File: config.mk
export PLATFORM = sky130hd
export DESIGN_NAME = button_conditioner
export DESIGN_NICKNAME = d
export VERILOG_FILES = /design/src/rtl/button_conditioner.sv
export SDC_FILE = /design/constraint.sdc
export NUM_CORES = 1
export LEC_CHECK = 0
export ABC_AREA = 1
export BUFFER_PORTS_ARGS = -buffer_cell sky130_fd_sc_hd__buf_4
export CORE_MARGIN = 4
export CORE_UTILIZATION = 57
export CTS_CLUSTER_DIAMETER = 50
export DETAILED_ROUTE_END_ITERATION = 10
export HOLD_SLACK_MARGIN = 0.03
export PLACE_DENSITY = 0.84
export SLEW_MARGIN = 0
export SYNTH_ARGS = -nofsm -noshare
export SYNTH_HDL_FRONTEND = slang
export SYNTH_SLANG_ARGS = --single-unit
File: constraint.sdc
create_clock -name clk -period 1.9 [get_ports clk]
set_input_delay 0.19 -clock clk [delete_from_list [all_inputs] [get_ports clk]]
set_output_delay 0.19 -clock clk [all_outputs]
set_load 0.01 [all_outputs]
File: src/rtl/button_conditioner.sv
// Two-channel push-button front end: synchronises, debounces and arbitrates raw
// button levels into single-cycle press pulses for the lock FSM.
module button_conditioner #(
  parameter int DEBOUNCE_CYCLES = 16,
  parameter int CNT_W           = 5
) (
  input  logic clk,
  input  logic rst,
  input  logic btn0_raw,
  input  logic btn1_raw,
  input  logic en,
  output logic Button_0_pulse,
  output logic Button_1_pulse,
  output logic conflict_err,
  output logic btn0_level,
  output logic btn1_level
);

  localparam logic [CNT_W-1:0] CNT_MAX  = CNT_W'(DEBOUNCE_CYCLES - 1);
  localparam logic [CNT_W-1:0] CNT_ZERO = {CNT_W{1'b0}};
  localparam logic [CNT_W-1:0] CNT_ONE  = CNT_W'(1);

  logic [1:0]       raw_s;
  logic [1:0]       sync1_r;
  logic [1:0]       sync2_r;
  logic [1:0]       db_r;
  logic [1:0]       accept_s;
  logic [1:0]       press_s;
  logic [CNT_W-1:0] cnt_r [2];
  logic             pulse0_s;
  logic             pulse1_s;
  logic             err_s;
  logic             pulse0_r;
  logic             pulse1_r;
  logic             err_r;

  assign raw_s = {btn1_raw, btn0_raw};

  // Accept once the synchronised level has disagreed with db for the whole window.
  assign accept_s[0] = (sync2_r[0] != db_r[0]) && (cnt_r[0] == CNT_MAX);
  assign accept_s[1] = (sync2_r[1] != db_r[1]) && (cnt_r[1] == CNT_MAX);
  assign press_s     = accept_s & sync2_r;

  // Synchroniser and debounce state for both channels
  always_ff @(posedge clk or negedge rst) begin
    if (!rst) begin
      sync1_r <= 2'b00;
      sync2_r <= 2'b00;
      db_r    <= 2'b00;
      for (int n = 0; n < 2; n++) begin
        cnt_r[n] <= CNT_ZERO;
      end
    end else begin
      sync1_r <= raw_s;
      sync2_r <= sync1_r;
      for (int n = 0; n < 2; n++) begin
        if (sync2_r[n] == db_r[n]) begin
          cnt_r[n] <= CNT_ZERO;
        end else if (accept_s[n]) begin
          db_r[n]  <= sync2_r[n];
          cnt_r[n] <= CNT_ZERO;
        end else begin
          cnt_r[n] <= cnt_r[n] + CNT_ONE;
        end
      end
    end
  end

  // Arbitration uses pre-edge db, so a channel releasing this edge still counts as held.
  always_comb begin
    pulse0_s = 1'b0;
    pulse1_s = 1'b0;
    err_s    = 1'b0;
    if (en) begin
      pulse0_s = press_s[0] & ~press_s[1] & ~db_r[1];
      pulse1_s = press_s[1] & ~press_s[0] & ~db_r[0];
      err_s    = (press_s[0] & (press_s[1] | db_r[1])) | (press_s[1] & db_r[0]);
    end else begin
      pulse0_s = 1'b0;
      pulse1_s = 1'b0;
      err_s    = 1'b0;
    end
  end

  // Output pulse registers
  always_ff @(posedge clk or negedge rst) begin
    if (!rst) begin
      pulse0_r <= 1'b0;
      pulse1_r <= 1'b0;
      err_r    <= 1'b0;
    end else begin
      pulse0_r <= pulse0_s;
      pulse1_r <= pulse1_s;
      err_r    <= err_s;
    end
  end

  assign Button_0_pulse = pulse0_r;
  assign Button_1_pulse = pulse1_r;
  assign conflict_err   = err_r;
  assign btn0_level     = db_r[0];
  assign btn1_level     = db_r[1];

endmodule

==> impl_results.md, run 1 <==
- Max clock buf depth: 2
- DRC viols: 0
- GRT Total Usage: around 15%
- Total negative setup slack: 0 ns
- Final ANT Viol Nets: 0
- Layout Nets: 100
- Max Clock Freq: 804.2 MHz
- Crit path cell chain: ha_1 -> nand2_1 -> nor2_2 -> nand2_1 -> nor2_2 -> nand3_1 -> nor2_1
- Leak pwr: 0.4823 nW
- Num Clock Sinks: 19
- Rows: 13
- Worst r2r src: cnt_r[5]$_DFF_PN0_
- Kind of critical path: reg -> reg
- DP Wirelength: ~890 um
- Core area: roughly 1300 um^2
- RD Place Congestion: 0.8202
- CTS buffer count: 3
- Critical path endpoint category: flop
- H-tree Lvls: 1
- CP Launch Type: flop
- Power density over the cells: around 730 nW/um^2
- Worst Clk Skew: roughly 0.0090 ns
- Die height: 45.19 um
- Port Buffers: 9
- Critical Path Start: cnt_r[5]$_DFF_PN0_
- Postcts setup bufs: 0
- Vias in the first global route: around 500
- Slew @ Worst Pin: between 0.3 and 0.4 ns
- Root buf cell: clkbuf_4
- Synth Area in Simple Gates: 21.90%
- CTS resizes: 0
- FF+latch count, synth: 19
- Post-synthesis compound-gate area fraction: ~2.5%
- Synth cell types: 16
- YS warnings: 0
- Worst EP arrival: around 1.5 ns
- Post-DR vias/cell: a little under 5
- Gate Count Post-Synth: 76
- First drt pass iteration count: 3
- Syn avg cell area: ~10 um^2
- Hold crit path type: in -> reg
- Seq/Total Area, Yosys: between 60% and 70%
- CTS tree: done
- Pins Over Slew Limit: 0
- MaxCap Viol Count: 0
- Maximum VDD drop: around 0.59 mV
- Largest net degree at the start of global routing: 20
- GRT overflow: 0
- Outcome: finished, final reports clean
- Multiplexer area fraction after synthesis: 0%
- Syn Std Cell Area: 788.3 um^2
- Post-Layout Cell Count: around 110
- Clock Pin Slew Worst Setup and Hold Paths: roughly 0.12 ns
- Final Critical Period: ~1.2 ns
- WP data required: ~2.1 ns
- Most frequent cells in the layout: 19 x dfrtp_1, 12 x inv_1, 10 x nor2_1
- Critical-path top delay cell: dfrtp_1
- Post-Synth XOR/XNOR Area: 6.349%
- Total power: a little under 0.7 mW
- Fin crit share: 65.45%
- Hold Fails Final Rpt: 0
- Post-CTS Hold Fix Bufs: 3
- Synth Area in Adders: about 3.2%
- Latest clock arrival within the worst-skew pair: about 0.29 ns
- Critical path's top delay family: simple AND/OR/NAND/NOR gates
- Largest fanout on the critical path: 3
- First-pass GRT wire length: 2180 um
- DRT iter0 DRCs: 11
- Number of setup violations in the final report: 0
- Die W: 45.19 um
- P&R area growth vs syn: 18.57%
- Wire length per cell: 11.68 um
- Relative slew margins: 77.20%
- Routed vias: around 530
- RSZ-0062 raised after global routing: false
- Initial antenna violation count: 0
- Io pins: 10
- Largest family of logic cells by synthesized area: simple AND/OR/NAND/NOR gates
- Syn_nets: 83
- Die area: 2042 um^2
- Commonest non-fill, non-tap cell in the layout: dfrtp_1
- HP Start: en
- Worst path bufs/invs: 0
- Placed Cells: 100
- Overall routed net length: around 1300 um
- Layout cells sized above 1: 20.65%
- Slowest Stage Delay on Critical Path: approximately 0.39 ns
- Initial Util: 60.58%
- Antenna Cells: 0
-- layer usage --
metal  track usage [%]  up-vias  wire length (um)
li1                  -      277                 -
met1             20.37      246               615
met2             22.88        7               559
met3             2.789        2                55
met4             7.018        0                19
met5                 0        -                 0
-- layout make-up --
type                       instances  area, um^2
sequential                        19       475.5
timing repair buffer              12       97.59
inverter                          12       45.04
clock buffer                       3       22.52
clock inverter                     1       7.507
multi-input combinational         45       267.8
fill                              92       366.6
tap                               15       18.77
-- kinds of logic after synthesis --
kind of cell,Yosys count
and+or+nand+nor,35
DFF,19
buffers and inverters,12
AOI/OAI and AO/OA,4
xor gates and xnor gates,4
adders and majority gates,2
-- Yosys cell counts --
library cell	instances	share of area [%]
dfrtp_1	19	60
ha_1	2	3.2
inv_1	12	5.7
nand2_1	9	4.3
nand3_1	5	3.2
nand4_1	2	1.6
nand4_2	1	1.6
nor2_1	10	4.8
nor2_2	2	1.6
nor2_4	1	1.4
nor3_1	4	2.5
nor3b_1	1	0.95
o21ai_0	3	1.9
o21ai_1	1	0.63
xnor2_2	2	4.1
xor2_1	2	2.2
-- worst register-to-register path, stage by stage (launching register included) --
cell and delay [ns]:
dfrtp_1 0.39, ha_1 0.18, nand2_1 0.08, nor2_2 0.13
nand2_1 0.10, nor2_2 0.13, nand3_1 0.09, nor2_1 0.09
-- worst paths after layout --
check / end / slack [ns] / cells past startpoint
max: Button_0_pulse$_DFF_PN0_ / 0.66 / 7
min: conflict_err$_DFF_PN0_ / 0.14 / 3
max reg2reg: Button_0_pulse$_DFF_PN0_ / 0.66 / 7
min reg2reg: sync2_r[0]$_DFF_PN0_ / 0.36 / 0
max in group asynchronous: cnt_r[1]$_DFF_PN0_ / 1.41 / 2
min in group asynchronous: sync2_r[1]$_DFF_PN0_ / 0.29 / 2
-- through the flow --
step / hold slack, ns / setup WS (ns) / instance area, um^2 / util (%)
CTS: 0.1391 / 0.6485 / 934.6 / 71.83
global placement: 0.06834 / 0.7303 / 874.6 / 67.21
floorplan: -0.1056 / 0.8232 / 788.3 / -
finish: 0.1421 / 0.6565 / 934.6 / 71.83
global route: 0.1453 / 0.5093 / 934.6 / 71.83
detailed placement: 0.07236 / 0.6877 / 874.6 / 67.21
-- registers in the layout, indices dropped and copies added, names as in the netlist --
name,cells
Button_1_pulse,1
db_r,2
conflict_err,1
sync2_r,2
cnt_r,10
sync1_r,2
Button_0_pulse,1
-- report_power, final --
group / internal (mW) / switching [mW] / leakage, nW
clock: 0.0799 / 0.126 / 0.0139
sequential: 0.419 / 0.0112 / 0.251
combinational: 0.0214 / 0.0247 / 0.217
Power figures use the tool's default switching activity.
==> inputs of run 2 (changes only) <==
Settings changed: CORE_ASPECT_RATIO set to 1.1, CORE_UTILIZATION 57 to 53, PLACE_DENSITY 0.84 to 0.79.
Clock period 1.9 ns to 1.3 ns, I/O delays scaled along.
==> impl_results.md, run 2 (same netlist as run 1, synthesis figures left out) <==
- Outcome: finished, final reports clean (unchanged)
- Number of setup violations in the final report: 0 (unchanged)
- RSZ-0062 raised after global routing: true (was false)
- DRC viols: 0 (unchanged)
- RD Place Congestion: 0.7221 (was 0.8202)
- Post-DR vias/cell: 5.074 (was 4.972)
- Fin crit share: 94.77% (was 65.45%)
- Largest fanout on the critical path: 3 (unchanged)
- GRT overflow: 0 (unchanged)
- Rows: 14 (was 13)
- Relative slew margins: 73.24% (was 77.20%)
- CTS tree: done (unchanged)
- Hold crit path type: in -> reg (unchanged)
- P&R area growth vs syn: 21.43% (was 18.57%)
- MaxCap Viol Count: 0 (unchanged)
- CP Launch Type: flop (unchanged)
- Postcts setup bufs: 0 (unchanged)
- Crit path cell chain: ha_2 -> nand2_2 -> nor2_4 -> nand2_2 -> nor2_4 -> nand3_1 -> nor2_1 (was ha_1 -> nand2_1 -> nor2_2 -> nand2_1 -> nor2_2 -> nand3_1 -> nor2_1)
- Final WS setup: 0.06797 ns (was 0.6565 ns)
- Post-Layout Cell Count: 108 (was 107)
- Worst Clk Skew: 0.006392 ns (was 0.009000 ns)
- Die area: 2169 um^2 (was 2042 um^2)
- Num Clock Sinks: 19 (unchanged)
- Final Hold Slack: 0.07770 ns (was 0.1421 ns)
- Final ANT Viol Nets: 0 (unchanged)
- DRT iter0 DRCs: 18 (was 11)
- Critical-path top delay cell: dfrtp_1 (unchanged)
- Vias in the first global route: 556 (was 505)
- Maximum VDD drop: 0.8826 mV (was 0.5908 mV)
- Finished Core Util: 69.17% (was 71.83%)
- GRT Total Usage: 14.25% (was 14.91%)
- First drt pass iteration count: 4 (was 3)
- Largest net degree at the start of global routing: 20 (unchanged)
- Pins Over Slew Limit: 0 (unchanged)
- Die height: 48.45 um (was 45.19 um)
- Worst path bufs/invs: 0 (unchanged)
- Met2 Use GR: 22.73% (was 22.88%)
- Worst EP arrival: 1.46 ns (was 1.47 ns)
- Max Clock Freq: 811.7 MHz (was 804.2 MHz)
- Overall routed net length: 1336 um (was 1250 um)
- Most frequent cells in the layout: 19 x dfrtp_1, 12 x inv_1, 10 x nor2_1 (unchanged)
- First-pass GRT wire length: 2304 um (was 2180 um)
- Antenna Cells: 0 (unchanged)
- DP Wirelength: 920.4 um (was 891.4 um)
- WP data required: 1.53 ns (was 2.13 ns)
- Critical path's top delay family: simple AND/OR/NAND/NOR gates (unchanged)
- Grt met3 use: 4.444% (was 2.789%)
- Initial Util: 56.96% (was 60.58%)
- Max FFs per register: 10 (unchanged)
- Port Buffers: 9 (unchanged)
- Clock Pin Slew Worst Setup and Hold Paths: 0.11 ns (was 0.12 ns)
- Max clock buf depth: 2 (unchanged)
- Most flops, register: cnt_r (unchanged)
- Initial antenna violation count: 0 (unchanged)
- Latest clock arrival within the worst-skew pair: 0.30 ns (was 0.29 ns)
- Io pins: 10 (unchanged)
- Gr busiest metal: met2 (unchanged)
- Total power: 1.004 mW (was 0.6818 mW)
- CTS buffer count: 3 (unchanged)
- Setup WS pre-CTS: 0.09629 ns (was 0.6877 ns)
- Routed vias: 548 (was 532)
- H-tree Lvls: 1 (unchanged)
- Wire length per cell: 12.37 um (was 11.68 um)
- Placed Cells: 101 (was 100)
- Die W: 44.77 um (was 45.19 um)
- Commonest non-fill, non-tap cell in the layout: dfrtp_1 (unchanged)
- Core area: 1384 um^2 (was 1301 um^2)
- Leak pwr: 0.4838 nW (was 0.4823 nW)
- Critical path endpoint category: flop (unchanged)
- GR Util met1: 17.48% (was 20.37%)
- Final Critical Period: 1.232 ns (was 1.244 ns)
- Slew @ Worst Pin: 0.3994 ns (was 0.3404 ns)
- Layout cells sized above 1: 26.09% (was 20.65%)
- Layout Nets: 100 (unchanged)
- Hold Fails Final Rpt: 0 (unchanged)
- Slowest Stage Delay on Critical Path: 0.39 ns (about the same)
- Power density over the cells: 1049 nW/um^2 (was 729.4 nW/um^2)
- Kind of critical path: reg -> reg (unchanged)
- Root buf cell: clkbuf_4 (unchanged)
-- run 2: final cells by class --
| class | count | area [um^2] |
|---|---|---|
| timing repair buffer | 12 | 97.59 |
| clock buffer | 3 | 22.52 |
| sequential | 19 | 475.5 |
| tap | 16 | 20.02 |
| multi-input combinational | 45 | 291.5 |
| inverter | 12 | 45.04 |
| fill | 99 | 426.7 |
| clock inverter | 1 | 5.005 |
-- run 2: metrics by stage --
| stage | TNS, ns | area [um^2] |
|---|---|---|
| after floorplan | 0 | 788.3 |
| after global placement | 0 | 875.8 |
| after detailed placement | 0 | 875.8 |
| after CTS | 0 | 933.4 |
| after global routing | -0.1811 | 957.2 |
| final | 0 | 957.2 |
-- run 2: power by group --
part           switching, mW  total (mW)  internal (mW)
Clock                  0.189       0.303          0.114
Sequential            0.0174       0.629          0.612
Combinational         0.0390      0.0720         0.0330
Total                  0.245        1.00          0.759
-- run 2: final timing paths --
path                                           start                  endpoint  slack (ns)  depth (start not counted)
worst min register to register  sync1_r[1]$_DFF_PN0_      sync2_r[1]$_DFF_PN0_        0.37                          0
worst min-delay path                              en    conflict_err$_DFF_PN0_        0.08                          3
worst max register to register    cnt_r[5]$_DFF_PN0_  Button_0_pulse$_DFF_PN0_        0.07                          7
min in group asynchronous                        rst  Button_1_pulse$_DFF_PN0_        0.22                          2
max in group asynchronous                        rst      sync2_r[0]$_DFF_PN0_        0.88                          2
worst max-delay path              cnt_r[5]$_DFF_PN0_  Button_0_pulse$_DFF_PN0_        0.07                          7
-- run 2: worst reg2reg max path, stage by stage (launching register included) --
cell and delay [ns]:
dfrtp_1 0.39, ha_2 0.20, nand2_2 0.08, nor2_4 0.11, nand2_2 0.09, nor2_4 0.12, nand3_1 0.07, nor2_1 0.11
-- run 2: routing by layer --
metal  share of wire (%)  vias up  routed length (um)
li1                    -      273                   -
met1                  43      262                 576
met2                  51       11                 677
met3                 5.1        2                  68
met4                 1.0        0                  14
met5                   0        -                   0
-- run 2: timing repair --
item	in CTS	in global routing
setup endpoints to repair	0	4
hold buffers	3	0
hold endpoints to repair	21	0
gates resized for setup	0	7
